File: src/rtl/qam_mapper_if.sv
// Bit-stream in / I-Q out handshake bundle for the OFDM constellation mapper.
// The source side (bit producer and I/Q consumer) uses master; the mapper uses slave.
interface qam_mapper_if #(
    parameter int DATA_W = 8
);
    logic                     map_din;
    logic                     map_din_vld;
    logic                     map_din_rdy;
    logic [1:0]               map_din_Map_Type;
    logic signed [DATA_W-1:0] map_dout_I;
    logic signed [DATA_W-1:0] map_dout_Q;
    logic                     map_dout_vld;
    logic                     map_dout_rdy;
    logic                     map_dout_last;

    modport master (
        output map_din,
        output map_din_vld,
        output map_din_Map_Type,
        output map_dout_rdy,
        input  map_din_rdy,
        input  map_dout_I,
        input  map_dout_Q,
        input  map_dout_vld,
        input  map_dout_last
    );

    modport slave (
        input  map_din,
        input  map_din_vld,
        input  map_din_Map_Type,
        input  map_dout_rdy,
        output map_din_rdy,
        output map_dout_I,
        output map_dout_Q,
        output map_dout_vld,
        output map_dout_last
    );
endinterface

File: src/rtl/qam_mapper.sv
// Serial-bit to BPSK/QPSK/16QAM/64QAM constellation mapper with Q1.6 I/Q output
// and a 48-subcarrier counter flagging the last data subcarrier of each OFDM symbol.
module qam_mapper (
    input  logic         clk,
    input  logic         rst_n,
    qam_mapper_if.slave  map_if
);

    localparam int         DATA_W  = 8;
    localparam logic [5:0] LAST_SC = 6'd47;

    typedef enum logic [1:0] {
        MT_BPSK  = 2'b00,
        MT_QPSK  = 2'b01,
        MT_QAM16 = 2'b10,
        MT_QAM64 = 2'b11
    } map_type_e;

    function automatic logic [2:0] bits_per_sym(input map_type_e t);
        logic [2:0] n;
        case (t)
            MT_BPSK:  n = 3'd1;
            MT_QPSK:  n = 3'd2;
            MT_QAM16: n = 3'd4;
            default:  n = 3'd6;
        endcase
        return n;
    endfunction

    // Gray-coded 4-level amplitude, first bit of the pair is the MSB.
    function automatic logic signed [DATA_W-1:0] level_qam16(input logic [1:0] g);
        logic signed [DATA_W-1:0] v;
        case (g)
            2'b00:   v = -8'sd61;
            2'b01:   v = -8'sd20;
            2'b11:   v =  8'sd20;
            default: v =  8'sd61;
        endcase
        return v;
    endfunction

    function automatic logic signed [DATA_W-1:0] level_qam64(input logic [2:0] g);
        logic signed [DATA_W-1:0] v;
        case (g)
            3'b000:  v = -8'sd69;
            3'b001:  v = -8'sd49;
            3'b011:  v = -8'sd30;
            3'b010:  v = -8'sd10;
            3'b110:  v =  8'sd10;
            3'b111:  v =  8'sd30;
            3'b101:  v =  8'sd49;
            default: v =  8'sd69;
        endcase
        return v;
    endfunction

    // b holds the subcarrier bits with b0 in the most significant used position.
    function automatic logic [2*DATA_W-1:0] map_symbol(input map_type_e t, input logic [5:0] b);
        logic signed [DATA_W-1:0] i_v;
        logic signed [DATA_W-1:0] q_v;
        case (t)
            MT_BPSK: begin
                i_v = b[0] ? 8'sd64 : -8'sd64;
                q_v = '0;
            end
            MT_QPSK: begin
                i_v = b[1] ? 8'sd45 : -8'sd45;
                q_v = b[0] ? 8'sd45 : -8'sd45;
            end
            MT_QAM16: begin
                i_v = level_qam16(b[3:2]);
                q_v = level_qam16(b[1:0]);
            end
            default: begin
                i_v = level_qam64(b[5:3]);
                q_v = level_qam64(b[2:0]);
            end
        endcase
        return {i_v, q_v};
    endfunction

    logic [2:0]               bit_cnt_q, bit_cnt_d;
    map_type_e                type_q, type_d;
    logic [4:0]               shift_q, shift_d;
    logic [5:0]               sc_cnt_q, sc_cnt_d;
    logic signed [DATA_W-1:0] i_q, i_d;
    logic signed [DATA_W-1:0] q_q, q_d;
    logic                     vld_q, vld_d;
    logic                     last_q, last_d;

    map_type_e                cur_type;
    logic [2:0]               n_bits;
    logic                     final_bit;
    logic                     din_rdy;
    logic                     din_acc;
    logic                     out_load;
    logic                     out_take;
    logic [5:0]               sym_bits;
    logic signed [DATA_W-1:0] i_sym, q_sym;

    // Modulation is taken live from the port on b0 and from the held copy afterwards.
    assign cur_type  = (bit_cnt_q == 3'd0) ? map_type_e'(map_if.map_din_Map_Type) : type_q;
    assign n_bits    = bits_per_sym(cur_type);
    assign final_bit = (bit_cnt_q == n_bits - 3'd1);
    assign din_rdy   = !final_bit || !vld_q || map_if.map_dout_rdy;
    assign din_acc   = map_if.map_din_vld && din_rdy;
    assign out_load  = din_acc && final_bit;
    assign out_take  = vld_q && map_if.map_dout_rdy;
    assign sym_bits  = {shift_q, map_if.map_din};
    assign {i_sym, q_sym} = map_symbol(cur_type, sym_bits);

    always_comb begin
        bit_cnt_d = bit_cnt_q;
        type_d    = type_q;
        shift_d   = shift_q;
        sc_cnt_d  = sc_cnt_q;
        i_d       = i_q;
        q_d       = q_q;
        vld_d     = vld_q;
        last_d    = last_q;

        if (din_acc) begin
            if (bit_cnt_q == 3'd0) begin
                type_d = map_type_e'(map_if.map_din_Map_Type);
            end
            if (final_bit) begin
                bit_cnt_d = 3'd0;
                shift_d   = '0;
            end else begin
                bit_cnt_d = bit_cnt_q + 3'd1;
                shift_d   = sym_bits[4:0];
            end
        end

        // A new final bit on a consume edge keeps vld high with fresh data.
        if (out_load) begin
            i_d      = i_sym;
            q_d      = q_sym;
            vld_d    = 1'b1;
            last_d   = (sc_cnt_q == LAST_SC);
            sc_cnt_d = (sc_cnt_q == LAST_SC) ? 6'd0 : sc_cnt_q + 6'd1;
        end else if (out_take) begin
            vld_d = 1'b0;
        end
    end

    always_ff @(posedge clk or negedge rst_n) begin
        if (!rst_n) begin
            bit_cnt_q <= 3'd0;
            type_q    <= MT_BPSK;
            shift_q   <= '0;
            sc_cnt_q  <= 6'd0;
            i_q       <= '0;
            q_q       <= '0;
            vld_q     <= 1'b0;
            last_q    <= 1'b0;
        end else begin
            bit_cnt_q <= bit_cnt_d;
            type_q    <= type_d;
            shift_q   <= shift_d;
            sc_cnt_q  <= sc_cnt_d;
            i_q       <= i_d;
            q_q       <= q_d;
            vld_q     <= vld_d;
            last_q    <= last_d;
        end
    end

    assign map_if.map_din_rdy   = din_rdy;
    assign map_if.map_dout_I    = i_q;
    assign map_if.map_dout_Q    = q_q;
    assign map_if.map_dout_vld  = vld_q;
    assign map_if.map_dout_last = last_q;

endmodule
File: src/flat_wrapper.sv
// flat-port wrapper written by rule: the top's interface ports become plain ports
module qam_mapper_flat 
  (clk, rst_n, map_if_map_din, map_if_map_din_vld, map_if_map_din_Map_Type, map_if_map_dout_rdy, map_if_map_din_rdy, map_if_map_dout_I, map_if_map_dout_Q, map_if_map_dout_vld, map_if_map_dout_last);
  qam_mapper_if map_if_i ();
  input  logic clk;
  input  logic rst_n;
  input wire logic [$bits(map_if_i.map_din)-1:0] map_if_map_din;
  input wire logic [$bits(map_if_i.map_din_vld)-1:0] map_if_map_din_vld;
  input wire logic [$bits(map_if_i.map_din_Map_Type)-1:0] map_if_map_din_Map_Type;
  input wire logic [$bits(map_if_i.map_dout_rdy)-1:0] map_if_map_dout_rdy;
  output wire logic [$bits(map_if_i.map_din_rdy)-1:0] map_if_map_din_rdy;
  output wire logic [$bits(map_if_i.map_dout_I)-1:0] map_if_map_dout_I;
  output wire logic [$bits(map_if_i.map_dout_Q)-1:0] map_if_map_dout_Q;
  output wire logic [$bits(map_if_i.map_dout_vld)-1:0] map_if_map_dout_vld;
  output wire logic [$bits(map_if_i.map_dout_last)-1:0] map_if_map_dout_last;
  assign map_if_i.map_din = map_if_map_din;
  assign map_if_i.map_din_vld = map_if_map_din_vld;
  assign map_if_i.map_din_Map_Type = map_if_map_din_Map_Type;
  assign map_if_i.map_dout_rdy = map_if_map_dout_rdy;
  assign map_if_map_din_rdy = map_if_i.map_din_rdy;
  assign map_if_map_dout_I = map_if_i.map_dout_I;
  assign map_if_map_dout_Q = map_if_i.map_dout_Q;
  assign map_if_map_dout_vld = map_if_i.map_dout_vld;
  assign map_if_map_dout_last = map_if_i.map_dout_last;
  qam_mapper u_core (.clk(clk), .rst_n(rst_n), .map_if(map_if_i));
endmodule
File: config.mk
export PLATFORM = sky130hd
export DESIGN_NAME = qam_mapper_flat
export DESIGN_NICKNAME = d
export VERILOG_FILES = /design/src/rtl/qam_mapper_if.sv /design/src/rtl/qam_mapper.sv /design/src/flat_wrapper.sv
export SDC_FILE = /design/constraint.sdc
export NUM_CORES = 1
export LEC_CHECK = 0
export BUFFER_PORTS_ARGS = -buffer_cell sky130_fd_sc_hd__buf_2
export CORE_MARGIN = 3
export CORE_UTILIZATION = 45
export CTS_CLUSTER_DIAMETER = 120
export DETAILED_ROUTE_END_ITERATION = 7
export PLACE_DENSITY = 0.74
export SYNTH_ARGS = -nofsm -noshare
export SYNTH_HDL_FRONTEND = slang
export SYNTH_SLANG_ARGS = --single-unit
export TNS_END_PERCENT = 1
File: constraint.sdc
create_clock -name clk -period 3 [get_ports clk]
set_clock_uncertainty 0.1 [all_clocks]
set_input_delay 0.6 -clock clk [delete_from_list [all_inputs] [get_ports clk]]
set_output_delay 0.6 -clock clk [all_outputs]
set_load 0.01 [all_outputs]
==> reports/results.ini <==
[placement]
io_buffers = 25
dp_slack_ps = 245
hpwlAfterDp_mm = 3.72
place_congestion = 0.857

[sta]
worst_slew_pin_slew_ps = 768
rsz0062_at_grt = false
finalCritPeriodShare_pct = 96.2
relSlewSlack_pct = 48.8
post-route-min-period_ps = 2890
max_freq_mhz = 347
tns_ps = 0
hold_viol = 0
timing.final.ws_setup_ps = 114
setup_viol = 0
slew_viol_final = 0

[drt]
wl_met1_mm = 2.40
via_per_inst = 5.76
vias = 1974
drt_iter0_drc = 256
ant_nets = 0
routed_wl_mm = 5.41
drc = 0
top_layer_used = met4
route.met3.wl_um = 254
wl_met2_mm = 2.65
wl_per_cell_um = 15.8
dr.pass1.iters = 4

[cts]
clock-root-buffer = clkbuf_8
h-tree-depth = 2
cts_sinks = 34
cts_buffers = 5
path_clk_slew_ps = 70
clk_latency_ps = 300
cts_tree = built
clockBufferDepth = 2

[status]
status = complete, no violations

[critical_path]
worstSetupPathType = register to output pin
crit_chain = inv_2 -> ha_1 -> nor2b_2 -> buf_4 -> o2111ai_2 -> o32ai_4 -> or2_4 -> nand2_1 -> buf_2
critPathArrivalTime_ps = 2190
worstPathRequired_ps = 2300
cp_slowest_stage_delay_ps = 410
cp-end-kind = output pin
crit_buf_inv = 3
cpLargestDelayFamily = simple AND/OR/NAND/NOR gates
cp_max_fo = 6
cp_slowest_cell = dfrtp_1
critPathLaunchType = register

[final_layout]
seq_area_um2 = 851
area_delta_synth_final_pct = 15.6
fin_nets = 295
fillers = 461
drive_gt1_share_pct = 30.0
multiInputGateArea_um2 = 1480
diodes = 0

[synthesis]
synthFlopType = dfrtp_1
synth_area_um2 = 2440
synth_area_leader_cell = dfrtp_1
synth.most_common_cell = dfrtp_1
yosysWarnings = 0
syn_inst = 241
synth_edf_count = 0
ys_top_cells_by_area = dfrtp_1 35%, ha_1 8.2%, mux2i_1 6.6%, mux2_2 6.0%, mux2_4 4.9%
syn-num-nets = 264
ys_ff_latch = 34
async_reset_ff_share_pct = 100
synth.distinct_cells = 53
syn_area_per_cell_um2 = 10.1
yosys-top-cells-count = 34 x dfrtp_1, 20 x nand2_1, 16 x ha_1, 16 x mux2i_1, 14 x nor2_1
synth_top_area_share_pct = 34.9
synth_seq_area_share_pct = 34.9

[die]
core-area_um2 = 5170
initial_utilization_pct = 47.2
die_w_um = 79.6
io_pins = 26
dieArea_um2 = 6340
die_h_um = 79.6
fp-row-count = 26

[hold_path]
min_path_type = input pin to async pin

[grt]
grt_pass1_vias = 1883
grt_max_degree = 35
grt_overflow = 0
grt_pass1_wl_mm = 8.93
grt_antenna_before_repair = 0
grtUsageTotal_pct = 18.1

[power]
vdd_drop_max_mv = 0.319
power_density_nw_per_um2 = 1060
leakagePower_nw = 1.35

[job]
maxCapViolCount = 0

logic make-up (layout without fill, tap and decap cells):
kind of cell	after synthesis	count (layout)	synth area share, %
mux	38	38	18.4
xor+xnor	6	6	2.15
flops	34	34	34.9
simple gates	71	71	15.7
compound gates	48	48	15.5
buf+inv	28	60	5.18
fa+ha+maj	16	16	8.21
area by class of cell:
class | count | area share (%)
Inverter | 13 | 1.73
Clock inverter | 3 | 1.60
Tap cell | 70 | 3.10
Timing Repair Buffer | 39 | 8.60
Clock buffer | 5 | 2.44
Sequential cell | 34 | 30.2
Multi-Input combinational cell | 179 | 52.4
worst register-to-register path: cells and delay by family (launching register included):
kind / cells / cell delay (ps)
buf+inv: 4 / 640
flops: 1 / 410
fa+ha+maj: 1 / 210
simple gates: 1 / 180
mux: 1 / 360
compound gates: 3 / 550
where the power goes:
part           total, mW  switching [mW]  internal [mW]
combinational       1.73           0.892          0.834
clock              0.434           0.187          0.247
sequential         0.828           0.179          0.648
sequential cells by signal, summed over array words and instances (netlist names):
register / count
u_core.shift_q: 5
u_core.sc_cnt_q: 6
u_core.map_if.map_dout_I: 8
u_core.map_if.map_dout_vld: 1
u_core.type_q: 2
u_core.bit_cnt_q: 3
u_core.map_if.map_dout_Q: 8
u_core.map_if.map_dout_last: 1
metrics by stage:
step	hold WS, ps	power (mW)	area, um2	std cells	utilization, %
4_1_cts	293	2.97	2810	342	54.4
5_1_grt	328	3.22	2820	343	54.5
3_3_place_gp	381	2.45	2670	332	51.6
3_5_place_dp	389	2.49	2670	332	51.6
2_1_floorplan	204	2.05	2440	241	-
6_report	263	2.99	2820	343	54.5
placed cells by master, fill, tap and decap left out, types with 2 or more instances in the layout:
cell type	n
xor2_1	2
buf_4	13
mux2_2	13
o211ai_1	6
xnor2_1	4
a21oi_1	3
and3_1	3
clkbuf_8	5
o22ai_1	4
mux2_4	8
buf_2	25
nand2_1	20
dfrtp_1	34
a31oi_1	2
nor3_1	4
o221ai_1	4
a32o_1	3
clkinvlp_4	2
o21ai_0	10
nor2_1	14
or3_1	2
mux2i_1	15
nand3_1	10
ha_1	16
nor2b_1	3
nand2b_1	3
inv_1	11
a22o_1	2
nand3b_1	3
per-layer routing:
layer  global-route usage [%]  up-vias
met5                        0        -
met4                     7.56        0
met3                     3.84       11
met2                     29.3       56
met1                     23.3      974
li1                         -      933
worst paths after layout:
path / start / end / slack [ps] / depth (start not counted)
setup / recovery: u_core.bit_cnt_q[1] / map_if_map_din_rdy / 110 / 9
max in group asynchronous: rst_n / u_core.map_if.map_dout_vld / 2040 / 1
setup reg to reg: u_core.bit_cnt_q[1] / u_core.map_if.map_dout_I[4] / 450 / 10
hold / removal: rst_n / u_core.sc_cnt_q[0] / 260 / 1
min in group clk: u_core.sc_cnt_q[2] / u_core.sc_cnt_q[2] / 400 / 1
hold reg to reg: u_core.sc_cnt_q[2] / u_core.sc_cnt_q[2] / 400 / 1
timing repair:
action,4_1_cts,5_1_grt
setup endpoints to repair,1,1
hold buffers,0,0
gates resized for setup,3,2
setup buffers,2,1
pin swaps,0,0
Note: power is estimated with default switching activity, not from simulation.
